**config.mk**
```make
export PLATFORM = sky130hd
export DESIGN_NAME = mem_access_unit
export DESIGN_NICKNAME = d
export VERILOG_FILES = /design/src/rtl/cpu_mem_pkg.sv /design/src/rtl/mem_access_unit.sv
export SDC_FILE = /design/constraint.sdc
export NUM_CORES = 1
export LEC_CHECK = 0
export CAP_MARGIN = 20
export CORE_AREA = 4 4 80 82
export DETAILED_ROUTE_END_ITERATION = 8
export DIE_AREA = 0 0 84 86
export PLACE_DENSITY = 0.83
export SYNTH_ARGS = -nofsm -noshare
export SYNTH_HDL_FRONTEND = slang
export SYNTH_SLANG_ARGS = --single-unit
```
**constraint.sdc**
```tcl
create_clock -name clk -period 2.8 [get_ports clk]
set_clock_uncertainty 0.05 [all_clocks]
set_input_delay 0.7 -clock clk [delete_from_list [all_inputs] [get_ports clk]]
set_output_delay 0.7 -clock clk [all_outputs]
set_load 0.01 [all_outputs]
```
**src/rtl/cpu_mem_pkg.sv**
```systemverilog
// Shared types and default widths for the CPU-side memory access path.
package cpu_mem_pkg;

    localparam int DEF_ADDR_W = 8;
    localparam int DEF_BYTE_W = 8;
    localparam int DEF_WORD_W = 2 * DEF_BYTE_W;

    typedef enum logic [2:0] {
        IDLE     = 3'd0,
        RD_ISSUE = 3'd1,
        RD_CAP   = 3'd2,
        WR       = 3'd3,
        DONE     = 3'd4
    } state_t;

endpackage

```
**src/rtl/mem_access_unit.sv**
```systemverilog
// Byte/word load-store sequencer in front of a byte-wide synchronous memory.
// Define MEM_ALIGN_CHECK_EN to reject odd-address word requests with err instead of accessing memory.
module mem_access_unit
    import cpu_mem_pkg::*;
#(
    parameter int ADDR_W = DEF_ADDR_W,
    parameter int BYTE_W = DEF_BYTE_W
) (
    input  logic                  clk,
    input  logic                  reset,
    input  logic                  req_valid,
    output logic                  req_ready,
    input  logic                  req_write,
    input  logic                  req_word,
    input  logic [ADDR_W-1:0]     req_addr,
    input  logic [2*BYTE_W-1:0]   req_wdata,
    output logic                  done,
    output logic [2*BYTE_W-1:0]   rdata,
    output logic                  err,
    output logic                  MemRead,
    output logic                  MemWrite,
    output logic [ADDR_W-1:0]     mem_addr,
    output logic [BYTE_W-1:0]     mem_wdata,
    input  logic [BYTE_W-1:0]     mem_rdata
);

    localparam int WORD_W = 2 * BYTE_W;

    // Handshake: a request transfers on a rising edge where req_valid && req_ready;
    // req_ready is registered and is high only in IDLE, so payload is latched at that edge
    // and later input changes cannot disturb the transfer in flight.
    state_t              state;
    logic                lat_word;
    logic [ADDR_W-1:0]   lat_addr;
    logic [BYTE_W-1:0]   lat_whi;
    logic                idx;
`ifdef MEM_ALIGN_CHECK_EN
    logic                err_q;
    assign err = err_q;
`else
    assign err = 1'b0;
`endif

    always_ff @(posedge clk) begin
        if (reset) begin
            state     <= IDLE;
            req_ready <= 1'b1;
            done      <= 1'b0;
            rdata     <= '0;
            MemRead   <= 1'b0;
            MemWrite  <= 1'b0;
            mem_addr  <= '0;
            mem_wdata <= '0;
            lat_word  <= 1'b0;
            lat_addr  <= '0;
            lat_whi   <= '0;
            idx       <= 1'b0;
`ifdef MEM_ALIGN_CHECK_EN
            err_q     <= 1'b0;
`endif
        end else begin
            case (state)
                IDLE: begin
                    if (req_valid && req_ready) begin
                        lat_word  <= req_word;
                        lat_addr  <= req_addr;
                        lat_whi   <= req_wdata[WORD_W-1:BYTE_W];
                        idx       <= 1'b0;
                        req_ready <= 1'b0;
`ifdef MEM_ALIGN_CHECK_EN
                        if (req_word && req_addr[0]) begin
                            state <= DONE;
                            done  <= 1'b1;
                            err_q <= 1'b1;
                        end else
`endif
                        if (req_write) begin
                            state     <= WR;
                            MemWrite  <= 1'b1;
                            mem_addr  <= req_addr;
                            mem_wdata <= req_wdata[BYTE_W-1:0];
                        end else begin
                            state    <= RD_ISSUE;
                            MemRead  <= 1'b1;
                            mem_addr <= req_addr;
                            // A byte load returns zero-extended data.
                            if (!req_word)
                                rdata[WORD_W-1:BYTE_W] <= '0;
                        end
                    end
                end
                RD_ISSUE: begin
                    MemRead <= 1'b0;
                    state   <= RD_CAP;
                end
                RD_CAP: begin
                    if (idx)
                        rdata[WORD_W-1:BYTE_W] <= mem_rdata;
                    else
                        rdata[BYTE_W-1:0] <= mem_rdata;
                    if (lat_word && !idx) begin
                        idx      <= 1'b1;
                        state    <= RD_ISSUE;
                        MemRead  <= 1'b1;
                        mem_addr <= lat_addr + ADDR_W'(1);
                    end else begin
                        state <= DONE;
                        done  <= 1'b1;
                    end
                end
                WR: begin
                    if (lat_word && !idx) begin
                        idx       <= 1'b1;
                        mem_addr  <= lat_addr + ADDR_W'(1);
                        mem_wdata <= lat_whi;
                    end else begin
                        MemWrite <= 1'b0;
                        state    <= DONE;
                        done     <= 1'b1;
                    end
                end
                DONE: begin
                    done      <= 1'b0;
                    req_ready <= 1'b1;
                    state     <= IDLE;
`ifdef MEM_ALIGN_CHECK_EN
                    err_q     <= 1'b0;
`endif
                end
                default: begin
                    state     <= IDLE;
                    req_ready <= 1'b1;
                    done      <= 1'b0;
                    MemRead   <= 1'b0;
                    MemWrite  <= 1'b0;
                end
            endcase
        end
    end

endmodule

```
==> out/metrics.yaml <==
fin_cells: 449
power.density_mw_per_mm2: 670
worstSetupPathType: "register to primary output"
root_buffer: "clkbuf_8"
synthToLayoutAreaGrowth_pct: 39.5
antenna_found_initial: 0
core_area_mm2: 0.00575
antenna_cells: 0
rsz0062_at_grt: "no"
slew_headroom_pct: 48.9
portBuffers: 72
globalplace.congestion: 0.794
outcome: "complete, no violations"
ios: 74
place_hpwl_um: 4340
grt_max_degree: 28
dp_cells: 433
ant_nets: 0
crit_family: "buffers and inverters"
ys.flop_type: "dfxtp_1"
start_kind: "register"
stdcell_area_mm2: 0.00350
fin_crit_ns: 2.09
clkLatencyLatePin_ns: 0.34
grt_pass1_wl_um: 10700
grt_pass1_vias: 2237
critPathMaxFanout: 5
fmaxAchievable_ghz: 0.479
clock_sinks: 57
cp_num_cells: 1
fin_util_pct: 60.8
tns_ns: 0
layout.nets: 407
crit_slowest_cell: "clkdlybuf4s50_1"
htree_levels: 3
cp.required_ns: 2.05
irDropWorstVdd_v: 0.000376
yosys_register_bits: 57
synth_edf_count: 0
path_cells: "clkdlybuf4s50_1"
cts.clk_slew.worst_paths_ns: 0.07
cts_hold_buf: 0
power.total_w: 0.00234
cts_setup_buffers: 0
max_stage_delay_ns: 0.58
clock_path_buffers: 2
worstMarginPinSlew_ns: 0.767
grt.overflow.total: 0
numCtsBuffers: 9
hold_class: "register to register"
via_per_inst: 5.21
arrival_ns: 1.34
finalSetupViolations: 0
track_usage_pct: 18.6
critPathCaptureType: "primary output"
slew_viol_final: 0
cts_tree: "yes"
register_area_mm2: 0.00114
ys_seq_area_share_pct: 45.5
cp_num_buf_inv: 1
first_pass_iters: 4
routed_wl_um: 6300
syn_nets: 340
syn_area_mm2: 0.00251
r2r_cells: 4
drc: 0
fillers: 502
std_cell_rows: 28
dieArea_mm2: 0.00722
power.leakage_nw: 1.25
synth_warnings: 0
timing.final.crit_share_pct: 74.5
cap_violations: 0
post_cts_resized: 0
num_vias: 2338
synth_area_per_cell_um2: 8.30
multi_input_area_mm2: 0.00123
die_y_um: 86
fp.dieW_um: 84
dpl_cell_area_mm2: 0.00322
avgRoutedWirePerCell_um: 14.0
synth_cell_type_count: 44
layout-drive-gt1-share_pct: 7.75
whs_path_depth: 2
synth-async-reset-ratio_pct: 0
syn_inst: 302
initial_core_util_pct: 43.6
finalHoldViolCount: 0
initialDrtViolationCount: 150
[where the power goes]
| part | internal (W) | total, W | switching [W] | leakage, nW |
|---|---|---|---|---|
| Clock | 0.000728 | 0.00106 | 0.000331 | 0.140 |
| Sequential | 0.000871 | 0.000924 | 0.0000531 | 0.465 |
| Combinational | 0.000184 | 0.000360 | 0.000176 | 0.650 |
[final timing paths]
| check | startpoint | endpoint | slack, ns |
|---|---|---|---|
| setup reg to reg | state[1] | mem_addr[6] | 0.78 |
| hold / removal | rdata[4] | rdata[4] | 0.41 |
| setup / recovery | req_ready | req_ready | 0.71 |
| hold reg to reg | rdata[4] | rdata[4] | 0.41 |
[per-layer routing]
metal	vias to the layer above	share of wire [%]	track usage, %	wire (um)
li1	1169	-	-	-
met3	18	6.0	6.05	375
met4	0	3.3	9.94	207
met2	75	46	28.9	2910
met5	-	0	0	0
met1	1076	45	22.9	2810
[cell families after synthesis]
logic type / after synthesis / share of synthesized area, %
AOI/OAI and AO/OA: 65 / 17.5
adders and majority gates: 1 / 0.499
other: 1 / 0.150
muxes: 10 / 3.99
and+or+nand+nor: 141 / 25.8
xor gates and xnor gates: 3 / 1.05
DFF: 57 / 45.5
buffers and inverters: 24 / 5.49
[placed cells by master, fill, tap and decap left out, types with 2 or more instances in the layout]
master	Yosys	routed
nand2_1	87	87
or2_2	2	2
a21oi_1	31	31
mux2i_1	10	10
nor3_1	5	5
xor2_1	2	2
o21ai_0	6	6
bufinv_16	0	4
clkdlybuf4s50_1	0	71
inv_1	5	5
a22oi_1	2	2
dfxtp_1	57	57
o21a_1	2	2
a21o_1	2	2
o311ai_1	2	2
a211oi_1	3	3
nand2b_1	2	2
buf_4	3	3
a211o_1	4	4
clkbuf_8	0	11
a311oi_1	6	6
a311oi_2	2	2
nor2_1	19	19
nand3_1	14	14
[tightest hold or removal path, cell delays in order (launching register included)]
cell,delay [ns]
dfxtp_1,0.31
nand2_1,0.05
a21oi_1,0.05
[final cells by class]
type                    count  area share, %
clock buffers              11           4.33
clock inverters             5           3.58
inverters                   5          0.537
multi-input cells         221           35.1
flip-flops and latches     57           32.6
well taps                  75           2.68
repair buffers             75           21.1
[Yosys cell counts (2+ instances only)]
master / number / area [um^2]
a211o_1: 4 / 35.0
a211oi_1: 3 / 22.5
a21o_1: 2 / 15.0
a21oi_1: 31 / 155
a22oi_1: 2 / 15.0
a311oi_1: 6 / 52.6
a311oi_2: 2 / 30.0
buf_2: 5 / 25.0
buf_4: 3 / 22.5
buf_6: 4 / 45.0
clkbuf_1: 7 / 26.3
dfxtp_1: 57 / 1140
inv_1: 5 / 18.8
mux2i_1: 10 / 100
nand2_1: 87 / 327
nand2b_1: 2 / 12.5
nand3_1: 14 / 70.1
nor2_1: 19 / 71.3
nor3_1: 5 / 25.0
o21a_1: 2 / 15.0
o21ai_0: 6 / 30.0
o311ai_1: 2 / 17.5
or2_2: 2 / 12.5
xor2_1: 2 / 17.5
[per-stage QoR]
step | worst slack (ns) | hold WS, ns
after CTS | 0.694 | 0.408
after global routing | 0.537 | 0.423
after detailed placement | 0.415 | 0.398
final | 0.714 | 0.406
after floorplan | 1.10 | 0.387
after global placement | 0.466 | 0.392
[state kept, by name (all words and copies together) (netlist names), 3 cells and up]
name,cells
mem_addr,8
lat_whi,8
rdata,16
mem_wdata,8
state,3
lat_addr,8
Power figures use the tool's default switching activity.
